==> src/rtl/uart_tx_periph_if.sv <==
// Bus-side bundle of the UART transmitter: write strobe/data in, status and line out.
// master = bus decoder side, slave = uart_tx_periph.
interface uart_tx_periph_if;
    logic        uart_we;
    logic [31:0] uart_data;
    logic [31:0] status_out;
    logic        txd;
    logic        busy;
    logic        fifo_full;
    logic        fifo_empty;

    modport master (
        output uart_we, uart_data,
        input  status_out, txd, busy, fifo_full, fifo_empty
    );

    modport slave (
        input  uart_we, uart_data,
        output status_out, txd, busy, fifo_full, fifo_empty
    );
endinterface

==> src/rtl/uart_tx_periph.sv <==
// Memory-mapped UART transmitter: byte FIFO fed by bus writes, 8N1 serialiser, status word.
// Ports: clk, RSTN (async low), bus (uart_we, uart_data in; status_out, txd, busy, fifo_full,
// fifo_empty out). Define UART_PARITY_EN to add an even parity bit before the stop bit.
module uart_tx_periph #(
    parameter int BAUD_DIV = 868,
    parameter int FIFO_AW  = 4
) (
    input  logic clk,
    input  logic RSTN,
    uart_tx_periph_if.slave bus
);
    localparam int DEPTH = 1 << FIFO_AW;
    localparam int BW    = (BAUD_DIV > 2) ? $clog2(BAUD_DIV) : 1;

`ifdef UART_PARITY_EN
    typedef enum logic [2:0] {IDLE, START, DATA, PARITY, STOP} state_t;
`else
    typedef enum logic [2:0] {IDLE, START, DATA, STOP} state_t;
`endif

    logic [7:0]       mem_q [DEPTH];
    logic [FIFO_AW-1:0] wptr_q, wptr_d, rptr_q, rptr_d;
    logic [FIFO_AW:0] cnt_q, cnt_d;
    logic             ovf_q, ovf_d;

    state_t           state_q;
    logic [BW-1:0]    baud_q;
    logic [2:0]       bit_q;
    logic [7:0]       shift_q;
    logic             txd_q;
`ifdef UART_PARITY_EN
    logic             par_q;
`endif

    logic full, empty, last_tick, pop, push_req, ctrl_wr, push;
    logic [7:0] head;

    always_comb begin
        full      = (cnt_q == (FIFO_AW+1)'(DEPTH));
        empty     = (cnt_q == '0);
        last_tick = (baud_q == BW'(BAUD_DIV - 1));
        head      = mem_q[rptr_q];
        // Pop in IDLE, or at the end of STOP for back-to-back frames.
        pop       = !empty &&
                    ((state_q == IDLE) || ((state_q == STOP) && last_tick));
        push_req  = bus.uart_we && !bus.uart_data[8];
        ctrl_wr   = bus.uart_we &&  bus.uart_data[8];
        // A full FIFO still accepts a byte when the head leaves this cycle.
        push      = push_req && (!full || pop);

        wptr_d = push ? wptr_q + FIFO_AW'(1) : wptr_q;
        rptr_d = pop  ? rptr_q + FIFO_AW'(1) : rptr_q;

        cnt_d = cnt_q;
        if (push && !pop)
            cnt_d = cnt_q + (FIFO_AW+1)'(1);
        else if (pop && !push)
            cnt_d = cnt_q - (FIFO_AW+1)'(1);

        ovf_d = ovf_q;
        if (ctrl_wr)
            ovf_d = 1'b0;
        else if (push_req && !push)
            ovf_d = 1'b1;
    end

    always_ff @(posedge clk) begin
        if (push)
            mem_q[wptr_q] <= bus.uart_data[7:0];
    end

    always_ff @(posedge clk or negedge RSTN) begin
        if (!RSTN) begin
            wptr_q <= '0;
            rptr_q <= '0;
            cnt_q  <= '0;
            ovf_q  <= 1'b0;
        end else begin
            wptr_q <= wptr_d;
            rptr_q <= rptr_d;
            cnt_q  <= cnt_d;
            ovf_q  <= ovf_d;
        end
    end

    always_ff @(posedge clk or negedge RSTN) begin
        if (!RSTN) begin
            state_q <= IDLE;
            baud_q  <= '0;
            bit_q   <= '0;
            shift_q <= '0;
            txd_q   <= 1'b1;
`ifdef UART_PARITY_EN
            par_q   <= 1'b0;
`endif
        end else begin
            // Line level follows the state one cycle later, from a flop.
            case (state_q)
                START:   txd_q <= 1'b0;
                DATA:    txd_q <= shift_q[0];
`ifdef UART_PARITY_EN
                PARITY:  txd_q <= par_q;
`endif
                default: txd_q <= 1'b1;
            endcase

            case (state_q)
                IDLE: begin
                    if (pop) begin
                        shift_q <= head;
`ifdef UART_PARITY_EN
                        par_q   <= ^head;
`endif
                        baud_q  <= '0;
                        state_q <= START;
                    end
                end
                START: begin
                    if (last_tick) begin
                        baud_q  <= '0;
                        bit_q   <= '0;
                        state_q <= DATA;
                    end else begin
                        baud_q <= baud_q + BW'(1);
                    end
                end
                DATA: begin
                    if (last_tick) begin
                        baud_q  <= '0;
                        shift_q <= shift_q >> 1;
                        bit_q   <= bit_q + 3'd1;
                        if (bit_q == 3'd7) begin
`ifdef UART_PARITY_EN
                            state_q <= PARITY;
`else
                            state_q <= STOP;
`endif
                        end
                    end else begin
                        baud_q <= baud_q + BW'(1);
                    end
                end
`ifdef UART_PARITY_EN
                PARITY: begin
                    if (last_tick) begin
                        baud_q  <= '0;
                        state_q <= STOP;
                    end else begin
                        baud_q <= baud_q + BW'(1);
                    end
                end
`endif
                STOP: begin
                    if (last_tick) begin
                        baud_q <= '0;
                        if (pop) begin
                            shift_q <= head;
`ifdef UART_PARITY_EN
                            par_q   <= ^head;
`endif
                            state_q <= START;
                        end else begin
                            state_q <= IDLE;
                        end
                    end else begin
                        baud_q <= baud_q + BW'(1);
                    end
                end
                default: state_q <= IDLE;
            endcase
        end
    end

    always_comb begin
        bus.txd        = txd_q;
        bus.busy       = (state_q != IDLE);
        bus.fifo_full  = full;
        bus.fifo_empty = empty;
        bus.status_out = '0;
        bus.status_out[0] = (state_q != IDLE);
        bus.status_out[1] = full;
        bus.status_out[2] = empty;
        bus.status_out[3] = ovf_q;
        bus.status_out[4+FIFO_AW:4] = cnt_q;
    end
endmodule

==> src/flat_wrapper.sv <==
// flat-port wrapper written by rule: the top's interface ports become plain ports
module uart_tx_periph_flat 
#(
    parameter int BAUD_DIV = 868,
    parameter int FIFO_AW  = 4
)
  (clk, RSTN, bus_uart_we, bus_uart_data, bus_status_out, bus_txd, bus_busy, bus_fifo_full, bus_fifo_empty);
  uart_tx_periph_if bus_i ();
  input  logic clk;
  input  logic RSTN;
  input wire logic [$bits(bus_i.uart_we)-1:0] bus_uart_we;
  input wire logic [$bits(bus_i.uart_data)-1:0] bus_uart_data;
  output wire logic [$bits(bus_i.status_out)-1:0] bus_status_out;
  output wire logic [$bits(bus_i.txd)-1:0] bus_txd;
  output wire logic [$bits(bus_i.busy)-1:0] bus_busy;
  output wire logic [$bits(bus_i.fifo_full)-1:0] bus_fifo_full;
  output wire logic [$bits(bus_i.fifo_empty)-1:0] bus_fifo_empty;
  assign bus_i.uart_we = bus_uart_we;
  assign bus_i.uart_data = bus_uart_data;
  assign bus_status_out = bus_i.status_out;
  assign bus_txd = bus_i.txd;
  assign bus_busy = bus_i.busy;
  assign bus_fifo_full = bus_i.fifo_full;
  assign bus_fifo_empty = bus_i.fifo_empty;
  uart_tx_periph #(.BAUD_DIV(BAUD_DIV), .FIFO_AW(FIFO_AW)) u_core (.clk(clk), .RSTN(RSTN), .bus(bus_i));
endmodule
==> config.mk <==
export PLATFORM = sky130hd
export DESIGN_NAME = uart_tx_periph_flat
export DESIGN_NICKNAME = d
export VERILOG_FILES = /design/src/rtl/uart_tx_periph_if.sv /design/src/rtl/uart_tx_periph.sv /design/src/flat_wrapper.sv
export SDC_FILE = /design/constraint.sdc
export NUM_CORES = 1
export LEC_CHECK = 0
export BUFFER_PORTS_ARGS = -buffer_cell sky130_fd_sc_hd__buf_2
export CORE_ASPECT_RATIO = 0.5
export CORE_MARGIN = 1
export CORE_UTILIZATION = 40
export CTS_BUF_LIST = sky130_fd_sc_hd__clkbuf_8
export DETAILED_ROUTE_END_ITERATION = 12
export GPL_ROUTABILITY_DRIVEN = 0
export PLACE_DENSITY_LB_ADDON = 0.3
export SLEW_MARGIN = 20
export SYNTH_ARGS = -nofsm -noshare
export SYNTH_HDL_FRONTEND = slang
export SYNTH_SLANG_ARGS = --single-unit
export TNS_END_PERCENT = 100
==> constraint.sdc <==
create_clock -name clk -period 3.3 [get_ports clk]
set_input_delay 0.33 -clock clk [delete_from_list [all_inputs] [get_ports clk]]
set_output_delay 0.33 -clock clk [all_outputs]
set_load 0.05 [all_outputs]
==> results by stage <==
Global routing:
- The first global-routing pass estimated 22140 um of wire.
- The leftover overflow at the end of global routing is 0.
- The pin count of the biggest net entering global routing is 39.
- The number of antenna violations at the first check in global routing is 0.
- The number of global-route vias before repair is 3885.
- Global routing used 16.15% of the available tracks across all layers.

Yosys:
- In the synthesized netlist the async set-or-reset flop fraction comes to 22.89%.
- The top cell type by total area after synthesis is edfxtp_1.
- The register bit count reported by yosys is 166.
- In the synthesized netlist the dominant register cell turns out to be edfxtp_1.
- The count of warnings emitted by yosys is 0.
- Synthesis produced 451 cells.
- The top cell type by area accounts for 53.56% of the synthesized area.
- Synthesis instantiated 50 different standard cells from the library.
- After synthesis, the mean cell area works out to 15.91 um2.
- Yosys mapped a number of flops with a built-in enable equal to 128.
- Ranked by total cell area, the synthesized netlist is headed by edfxtp_1, dfrtp_1, mux4_2, buf_4, ha_1.
- The post-synth design cell area is 0.007177 mm2.
- By count the netlist is led by edfxtp_1, dfrtp_1, mux4_2.
- The fraction of the yosys area taken by sequential cells is 66.82%.
- Yosys instantiated no cell more often than edfxtp_1.

Worst setup path:
- In this run the critical register-to-register path is launched from u_core.baud_q[0]$_DFFE_PN0P_.
- At the worst endpoint, the arrival time is 3.51 ns.
- The setup path with the least slack is of type flip-flop to flip-flop.
- The critical path launch point type is a flip-flop.
- The maximum fanout along the worst path is 4.
- The start point of the critical path is u_core.baud_q[0]$_DFFE_PN0P_.
- At the worst endpoint, the required time is 3.66 ns.
- The worst setup path is captured at a flip-flop.

Run status:
- The final reports fail on hold timing.
- The flow ran to the end, but the final reports show violations.

Routing:
- Wires add up to 13760 um.
- After detailed routing, the average wire length per cell comes to 18.77 um.
- Summing over every cut layer, the via total after detailed routing is 3856.
- The detail route stage leaves a number of antenna-violating nets equal to 0.
- After detailed routing, the number of remaining DRC violations is 0.
- The DRC violation total after the first TritonRoute iteration is 311.
- In the routed layout, each cell is associated on average with a via count of 5.261.
- The detailed-router iteration count before antenna repair is 4.

Pwr:
- Summed over all cells, the static leakage comes to 2.846 nW.
- The total power divided by cell area is 587.7 mW/mm2.
- The sum of internal, switching and leakage power is 4.676 mW.
- The worst-case IR drop observed on VDD is 0.0004464 V.

Clock network:
- The clock edge transition at the registers on the reported setup and hold paths is 0.10 ns.
- Clock tree synthesis inserted a total of 17 buffers.
- The latest clock arrival within the worst-skew pair is 0.44 ns.
- The clock tree from TritonCTS is done.
- The number of hold buffers added after CTS was 0.
- CTS placed an instance of clkbuf_8 at the clock tree root.
- The maximum buffer depth of the clock tree is 2.
- The clock drives 166 sinks.
- The clock tree synthesis step divided the H-tree into 4 levels.

Die:
- The initial utilization of the core area, before any placement, comes to 41.15%.
- From left edge to right edge, the die measures 191.4 um.
- The die is 96.72 um tall.
- The total die area is 0.01851 mm2.
- The floorplan step defined a core boundary enclosing 0.01744 mm2.
- The number of placement rows is 34.
- 71 I/O pins were placed.

Timing:
- The final number of max-transition violations is 0.
- The ratio of final minimum period to clock period is 95.22%.
- For the pin with the worst max-slew slack, the measured transition is 0.8502 ns.
- Derived from the worst setup path, the maximum achievable clock frequency is 318.2 MHz.
- The total count of hold-check failures in the final report is 14.
- For the finished layout, the period the worst path requires is 3.142 ns.
- The clock skew is 0.01660 ns.
- The remaining max-slew budget at the tightest pin is 43.32%.
- Setup violations remaining at the end of the flow were counted as 0.
- The total negative slack is 0 ns.
- Setup repair after global routing left no endpoint under its margin.
- Across all hold checks on the routed design, the worst slack comes to -0.01714 ns.

Finish:
- The register cell area after layout is 0.004797 mm2.
- The final standard cell count with taps included and fillers excluded is 733.
- The number of antenna diodes in the final layout is 0.
- The final layout contains 538 nets.
- The synthesis-to-finish area growth is 10.86%.
- After filler insertion, the fill cell instance count of the layout stands at 1514.
- The share of cells above drive strength 1 is 25.05%.
- The area of the multi-input gates is 0.002183 mm2.

Placed design:
- The port buffer count is 24.
- The placed cell count is 700.
- The detailed placement HPWL is 8824 um.

Flow run:
- The tool flagged a number of max-cap violations equal to 0.

Hold path:
- The min-delay analysis places its worst path in the category primary input to asynchronous set/reset pin.
-- cells by family (layout without fill, tap and decap cells) --
group                      after synthesis  count (layout)  synth area share, %
buffers and inverters                   57              83                4.602
AOI/OAI and AO/OA                       83              83                7.531
adders and majority gates               17              17                3.068
other                                    1              23              0.05225
xor gates and xnor gates                11              11                1.342
DFF                                    166             166                66.82
muxes                                   35              35                10.51
and+or+nand+nor                         81              81                6.067
-- state kept, by name, summed over array words and instances, names as in the netlist --
register,flops
u_core.mem_q,128
u_core.baud_q,10
u_core.shift_q,8
u_core.cnt_q,5
u_core.rptr_q,4
u_core.wptr_q,4
u_core.bit_q,3
u_core.state_q,2
u_core.bus.txd,1
u_core.ovf_q,1
-- final cells by class --
| type | count | share of cell area, % |
|---|---|---|
| clock buffer | 17 | 2.941 |
| clock inverter | 15 | 1.950 |
| inverter | 11 | 0.5189 |
| multi-input combinational | 250 | 27.44 |
| sequential | 166 | 60.29 |
| tap | 234 | 3.680 |
| timing repair buffer | 40 | 3.177 |
-- critical path, cell delays in order, from the launching register on --
cell and delay (ns):
dfrtp_1 0.37, ha_2 0.19, or4b_4 0.48, o41a_1 0.44
a21oi_2 0.24, ha_4 0.19, inv_2 0.06, ha_4 0.22
nor2b_1 0.13, o21a_1 0.17, or3_1 0.32, a21oi_2 0.15
xnor2_1 0.12
-- worst paths after layout --
path	end	slack [ns]	cells after the start
max reg2reg	u_core.cnt_q[4]$_DFFE_PN0P_	0.16	12
min in group clk	u_core.ovf_q$_DFFE_PN0P_	0.07	2
max in group asynchronous	u_core.rptr_q[0]$_DFFE_PN0P_	2.71	1
min reg2reg	u_core.baud_q[9]$_DFFE_PN0P_	0.50	1
max	u_core.cnt_q[4]$_DFFE_PN0P_	0.16	12
min	u_core.baud_q[4]$_DFFE_PN0P_	-0.02	1
-- what timing repair did --
action / in CTS / in global routing
endpoints found under the setup margin: 0 / 1
setup buffers: 0 / 1
gates resized for setup: 0 / 1
-- where the power goes --
group / total, mW / internal, mW / switching [mW] / leakage [nW]
Clock: 1.41 / 0.570 / 0.839 / 0.196
Sequential: 2.49 / 2.39 / 0.0992 / 1.62
Combinational: 0.774 / 0.233 / 0.541 / 1.03
Total: 4.68 / 3.20 / 1.48 / 2.85
-- routing by layer --
metal  GRT usage (%)  wire length (um)
met4           4.396                85
met5               0                 0
met2           24.33              6463
met1           23.46              6487
met3           3.737               719
-- cells in the final DEF (no fill, tap or decap), types with 3 or more instances in the layout --
cell | synthesis | layout
edfxtp_1 | 128 | 128
dfrtp_1 | 37 | 36
mux4_2 | 32 | 32
buf_2 | 4 | 24
conb_1 | 1 | 23
o21ai_0 | 22 | 22
a21oi_1 | 23 | 22
a22oi_1 | 17 | 17
clkbuf_8 | 0 | 17
nand2_1 | 16 | 16
and3_1 | 16 | 16
nor2_1 | 18 | 16
buf_4 | 27 | 15
ha_1 | 16 | 13
inv_1 | 11 | 10
nor2b_1 | 7 | 7
xnor2_1 | 7 | 7
inv_8 | 0 | 6
a21oi_2 | 4 | 5
nand4_1 | 4 | 4
xor2_1 | 4 | 4
nand3_1 | 4 | 4
nor3_1 | 3 | 3
a31oi_1 | 3 | 3
inv_6 | 0 | 3
-- stage by stage --
| stage | utilization, % | area [um2] | hold WS, ns | setup slack [ns] |
|---|---|---|---|---|
| finish | 45.62 | 7956 | -0.01714 | 0.1576 |
| global route | 45.62 | 7956 | 0.03284 | 0.01429 |
| CTS | 45.57 | 7949 | 0.004811 | 0.03503 |
| detailed placement | 43.34 | 7560 | 0.4708 | 0.07668 |
| global placement | 43.34 | 7560 | 0.4631 | 0.1343 |
| floorplan | - | 7316 | 0.03441 | 0.002437 |
(Power assumes the default switching activity.)
